==> src/rtl/line_dump_monitor.sv <==
// line_dump_monitor: watches the fetch PC and, when the program reaches END_PC,
// freezes the core and streams data-memory lines FIRST_LINE..LAST_LINE out as
// WORD_W-bit words over a valid/ready handshake, word 0 (LSBs) of each line first.
// Optional feature: define DUMP_CHECKSUM_EN to get a running XOR of every accepted
// word on checksum; without it checksum is tied to zero.
module line_dump_monitor #(
   parameter int                ADDR_W     = 32,
   parameter logic [ADDR_W-1:0] END_PC     = 'h80,
   parameter int                LINE_W     = 512,
   parameter int                WORD_W     = 32,
   parameter int                IDX_W      = 8,
   parameter int                FIRST_LINE = 2,
   parameter int                LAST_LINE  = 7,
   localparam int               WPL        = LINE_W / WORD_W,
   localparam int               WW         = (WPL > 1) ? $clog2(WPL) : 1
) (
   input  logic              CLK,
   input  logic              CLR,
   input  logic [ADDR_W-1:0] pc,
   input  logic              pc_valid,
   output logic              mem_rd_en,
   output logic [IDX_W-1:0]  mem_rd_idx,
   input  logic [LINE_W-1:0] mem_rd_data,
   output logic              dump_valid,
   input  logic              dump_ready,
   output logic [WORD_W-1:0] dump_data,
   output logic [IDX_W-1:0]  dump_line,
   output logic [WW-1:0]     dump_word,
   output logic              dump_last,
   output logic              halt,
   output logic              done,
   output logic [WORD_W-1:0] checksum
);

   localparam logic [IDX_W-1:0] FIRST_IDX = IDX_W'(FIRST_LINE);
   localparam logic [IDX_W-1:0] LAST_IDX  = IDX_W'(LAST_LINE);
   localparam logic [WW-1:0]    LAST_WORD = WW'(WPL - 1);

   // Reject configurations that cannot produce a whole-word, in-range dump.
   if (LINE_W % WORD_W != 0) begin : g_bad_word_w
      $error("line_dump_monitor: LINE_W must be a multiple of WORD_W");
   end
   if (FIRST_LINE > LAST_LINE) begin : g_bad_range
      $error("line_dump_monitor: FIRST_LINE must not exceed LAST_LINE");
   end
   if (LAST_LINE >= 2**IDX_W) begin : g_bad_idx
      $error("line_dump_monitor: LAST_LINE does not fit in IDX_W bits");
   end

   typedef enum logic [2:0] {
      S_IDLE,
      S_READ,
      S_WAIT,
      S_SHIFT,
      S_DONE
   } state_t;

   state_t             state;
   logic [IDX_W-1:0]   line_cnt;
   logic [WW-1:0]      word_cnt;
   logic [LINE_W-1:0]  line_buf;
   logic               accept;

   // dump_valid is only ever high in SHIFT, so this is the word-accept strobe.
   assign accept = dump_valid && dump_ready;

   // Control FSM: trigger detect, one-cycle line read, word walk, terminal DONE.
   always_ff @(posedge CLK) begin
      if (!CLR) begin
         state      <= S_IDLE;
         line_cnt   <= '0;
         word_cnt   <= '0;
         mem_rd_en  <= 1'b0;
         mem_rd_idx <= '0;
         dump_valid <= 1'b0;
         halt       <= 1'b0;
         done       <= 1'b0;
      end else begin
         case (state)
            S_IDLE: begin
               if (pc_valid && (pc == END_PC)) begin
                  state      <= S_READ;
                  line_cnt   <= FIRST_IDX;
                  word_cnt   <= '0;
                  mem_rd_en  <= 1'b1;
                  mem_rd_idx <= FIRST_IDX;
                  halt       <= 1'b1;
               end
            end
            S_READ: begin
               mem_rd_en <= 1'b0;
               state     <= S_WAIT;
            end
            S_WAIT: begin
               dump_valid <= 1'b1;
               state      <= S_SHIFT;
            end
            S_SHIFT: begin
               if (accept) begin
                  if (word_cnt == LAST_WORD) begin
                     dump_valid <= 1'b0;
                     word_cnt   <= '0;
                     if (line_cnt == LAST_IDX) begin
                        state <= S_DONE;
                        done  <= 1'b1;
                     end else begin
                        line_cnt   <= line_cnt + IDX_W'(1);
                        mem_rd_en  <= 1'b1;
                        mem_rd_idx <= line_cnt + IDX_W'(1);
                        state      <= S_READ;
                     end
                  end else begin
                     word_cnt <= word_cnt + WW'(1);
                  end
               end
            end
            S_DONE: begin
               state <= S_DONE;
            end
            default: begin
               state <= S_IDLE;
            end
         endcase
      end
   end

   // Line buffer holds the fetched line for the whole SHIFT phase; no reset needed
   // because it is masked off the output whenever dump_valid is low.
   always_ff @(posedge CLK) begin
      if (state == S_WAIT) begin
         line_buf <= mem_rd_data;
      end
   end

   // Word outputs are pure functions of held registers, so they stay put while stalled.
   assign dump_data = dump_valid ? line_buf[int'(word_cnt) * WORD_W +: WORD_W] : '0;
   assign dump_line = dump_valid ? line_cnt : '0;
   assign dump_word = dump_valid ? word_cnt : '0;
   assign dump_last = dump_valid && (line_cnt == LAST_IDX) && (word_cnt == LAST_WORD);

`ifdef DUMP_CHECKSUM_EN
   logic [WORD_W-1:0] csum;

   // Running XOR of accepted words; no accepts occur in DONE so it freezes there.
   always_ff @(posedge CLK) begin
      if (!CLR) begin
         csum <= '0;
      end else if (accept) begin
         csum <= csum ^ dump_data;
      end
   end

   assign checksum = csum;
`else
   assign checksum = '0;
`endif

endmodule

==> config.mk <==
export PLATFORM = sky130hd
export DESIGN_NAME = line_dump_monitor
export DESIGN_NICKNAME = d
export VERILOG_FILES = /design/src/rtl/line_dump_monitor.sv
export SDC_FILE = /design/constraint.sdc
export NUM_CORES = 1
export LEC_CHECK = 0
export CAP_MARGIN = 10
export CELL_PAD_IN_SITES_DETAIL_PLACEMENT = 1
export CELL_PAD_IN_SITES_GLOBAL_PLACEMENT = 1
export CORE_AREA = 3 3 245 247
export DETAILED_ROUTE_END_ITERATION = 8
export DIE_AREA = 0 0 248 250
export GPL_TIMING_DRIVEN = 0
export PLACE_DENSITY_LB_ADDON = 0.1
export SLEW_MARGIN = 10
export SYNTH_ARGS = -nofsm -noshare
export SYNTH_HDL_FRONTEND = slang
export SYNTH_SLANG_ARGS = --single-unit
==> constraint.sdc <==
create_clock -name CLK -period 63.6 [get_ports CLK]
set_input_delay 6.36 -clock CLK [delete_from_list [all_inputs] [get_ports CLK]]
set_output_delay 6.36 -clock CLK [all_outputs]
set_load 0.02 [all_outputs]
==> impl_results.md <==
- DIE HEIGHT: 250 um
- TritonCTS clock tree: built
- Worst R2R Start: state[1]
- Clock buffer depth: 3
- Utilization after layout: 52.3%
- Power Density: 26.8 nW/um2
- Clock Sinks: 531
- Via count: 12200
- DRT iter0 DRCs: 836
- Non-Filler Instances: 2508
- Leading area contributor after synthesis: edfxtp_1
- Post-Synth XOR/XNOR Area: 0%
- Worst r2r dst: line_buf[305]
- Yosys top cell area share: 74.0%
- Die area: 62000 um2
- Max Cap Viol: 0
- Total power: 0.000809 W
- Synth Cell Area: 20800 um2
- Power share of the sequential group: 51.0%
- Placed cells: 2370
- Final Skew: 0.0144 ns
- Post-Synth Adder-Cell Area: 0.120%
- Total track usage: 21.8%
- Leakage: 9.86 nW
- GRT overflow: 0
- Cells after Synth: 923
- CTS Buf Count: 60
- Setup Total Neg Slack: 0 ns
- Layout area overhead: 45.4%
- Post-Synth Simple-Gate Area: 3.24%
- Count of cell types in the netlist: 41
- Synth Area per Inst: 22.5 um2
- Sequential fraction of the synthesis area: 75.8%
- Worst setup path category: flip-flop to output pin
- Synth area leaders: edfxtp_1 74%, mux4_2 17%, dfxtp_1 1.8%
- Status: finished, final reports clean
- Core area: 57800 um2
- Largest family of logic cells by synthesized area: multiplexers
- Clock Tree Root: clkbuf_16
- DP Area: 28300 um2
- CP max FO: 10
- Nature of the critical path startpoint: flip-flop
- Routed Antenna Nets: 0
- Sw Share: 21.1%
- RSZ-0062 raised after global routing: false
- # setup viols final: 0
- First-pass GRT wire length: 95.1 mm
- Rows: 88
- Worst Reg-to-Reg Cells: 10
- Layout cells sized above 1: 19.4%
- Worst skew pair latency: 0.61 ns
- Clock power share: 40.1%
- Multi-input logic area: 4640 um2
- Via-to-Cell Ratio: 4.88
- Flop2flop setup slack: 60.00 ns
- Pre-Repair DR Iteration Count: 5
- Fin. Hold Viols: 0
- Fmax: 94.8 MHz
- Logic pwr share: 8.9%
- PortBufs: 603
- Fill cell count: 5366
- Synthesis warning total: 0
- Routed wl met3: 5.68 mm
- Slew margin rel.: 24.2%
- Tightest Pin Transition: 1.14 ns
- Initial antenna violation count: 32
- HPWL after DPL: 51.9 mm
- Fin nets: 2217
- Multiplexer share of the synthesized area: 17.3%
- H-tree levels: 2
- Register Area: 15800 um2
- Placer congestion estimate: 0.802
- Die X: 248 um
- WL met1: 24.6 mm
- Crit path launch: word_cnt[1]
- Vias in the first global route: 13500
- Synth Area in Compound Gates: 1.04%
- Worst-path clk slew: 0.06 ns
- Total Routed Length: 68.2 mm
- Slew Viols, Final: 0
- DRC violations left: 0
- Hold buffer count at CTS: 0
- CP Capture Type: output pin
- Highest routed layer: met5
- Post-cts resize count: 0
- Switch Pwr: 0.000171 W
- Internal: 0.000638 W
- Crit share post-route: 16.6%
- Worst setup path end: dump_data[31]
- Wire per inst: 27.2 um
- Req. time, crit path: 57.24 ns
- HP Class: flip-flop to flip-flop
- Post-CTS setup buffer count: 0
- Largest net degree at the start of global routing: 16
- #FFs+latches synth: 531
- Post-route design area: 30200 um2
- IO Count: 637
- Min Tclk post-route: 10.55 ns
- Starting Density: 36.0%
- WL met2: 36.6 mm
- Worst path arrival time: 4.19 ns
- VDD IR max: 0.0231 mV
## logic make-up after synthesis
logic type | after synthesis
fa+ha+maj | 2
simple gates | 114
buf+inv | 84
other cells | 1
flops | 531
mux | 160
compound gates | 31
## worst max-delay path, stage by stage, from the launching register on
cell	delay [ns]
dfxtp_1	0.34
clkbuf_1	0.25
clkbuf_1	0.45
buf_1	0.85
mux4_2	0.43
mux4_2	0.47
and2_1	0.16
clkdlybuf4s50_1	0.64
## layout make-up
class | count | area share, %
multi-input combinational | 339 | 15.4
timing repair buffer | 651 | 21.4
buffer | 81 | 1.66
antenna | 24 | 0.199
inverter | 3 | 0.0372
clock buffer | 80 | 5.49
clock inverter | 34 | 0.612
tap | 765 | 3.17
sequential | 531 | 52.1
## worst min-delay path by stage
stage                     cells after the start  slack (ns)  endpoint  startpoint
after floorplan                               2        0.52      halt        halt
final                                         2        0.47      halt        halt
after global placement                        2        0.44      halt        halt
after CTS                                     2        0.47      halt        halt
after detailed placement                      1        0.46      done        done
after global routing                          2        0.49      halt        halt
## synth_stat cells (all sizes together)
master,count
nand4b,4
nor2b,2
nand2b,1
o21ai,7
o311ai,1
dfxtp,19
or4b,1
a211o,1
a221oi,2
nand3,9
mux4,160
nand2,12
a31oi,1
buf,54
and3b,1
ha,2
o21a,5
nand4,1
nand3b,1
and2,45
conb,1
a21oi,6
and4b,1
inv,3
a21boi,4
o221a,2
nor3b,3
or3,1
edfxtp,512
and3,8
nor3,8
and4,1
o211a,2
nor2,7
nor4,7
clkbuf,27
nor4b,1
## power by group through the flow
stage	Clock, W	Sequential [W]	Combinational, W
floorplan	0	0.000452	0.0000227
global placement	0	0.000467	0.0000654
detailed placement	0	0.000420	0.0000721
CTS	0.000334	0.000413	0.0000724
global route	0.000347	0.000415	0.0000765
finish	0.000325	0.000413	0.0000717
## layer usage
| layer | vias to the layer above | track usage (%) |
|---|---|---|
| met4 | 16 | 6.34 |
| met5 | - | 0 |
| met3 | 100 | 6.81 |
| li1 | 5359 | - |
| met2 | 449 | 39.1 |
| met1 | 6325 | 24.7 |
## registers in the layout, summed over array words and instances, names as in the netlist
| name | cells |
|---|---|
| done | 1 |
| dump_valid | 1 |
| halt | 1 |
| line_buf | 512 |
| line_cnt | 8 |
| mem_rd_en | 1 |
| state | 3 |
| word_cnt | 4 |
## metrics by stage
stage	hold WS (ns)	worst slack, ns
after floorplan	0.521	24.02
after detailed placement	0.460	53.49
after CTS	0.472	52.84
after global placement	0.436	9.43
final	0.468	53.05
after global routing	0.493	52.76
## layout by cell type, fill, tap and decap left out, drive strengths merged, types with 6 or more instances in the layout
cell type	instances
clkdlybuf4s50	603
edfxtp	512
mux4	160
clkbuf	107
buf	102
and2	45
conb	32
clkinv	32
diode	24
dfxtp	19
nand2	12
nand3	9
and3	8
nor3	8
nor4	7
nor2	7
o21ai	7
a21oi	6
No activity file was read; power rests on OpenSTA's default activity.
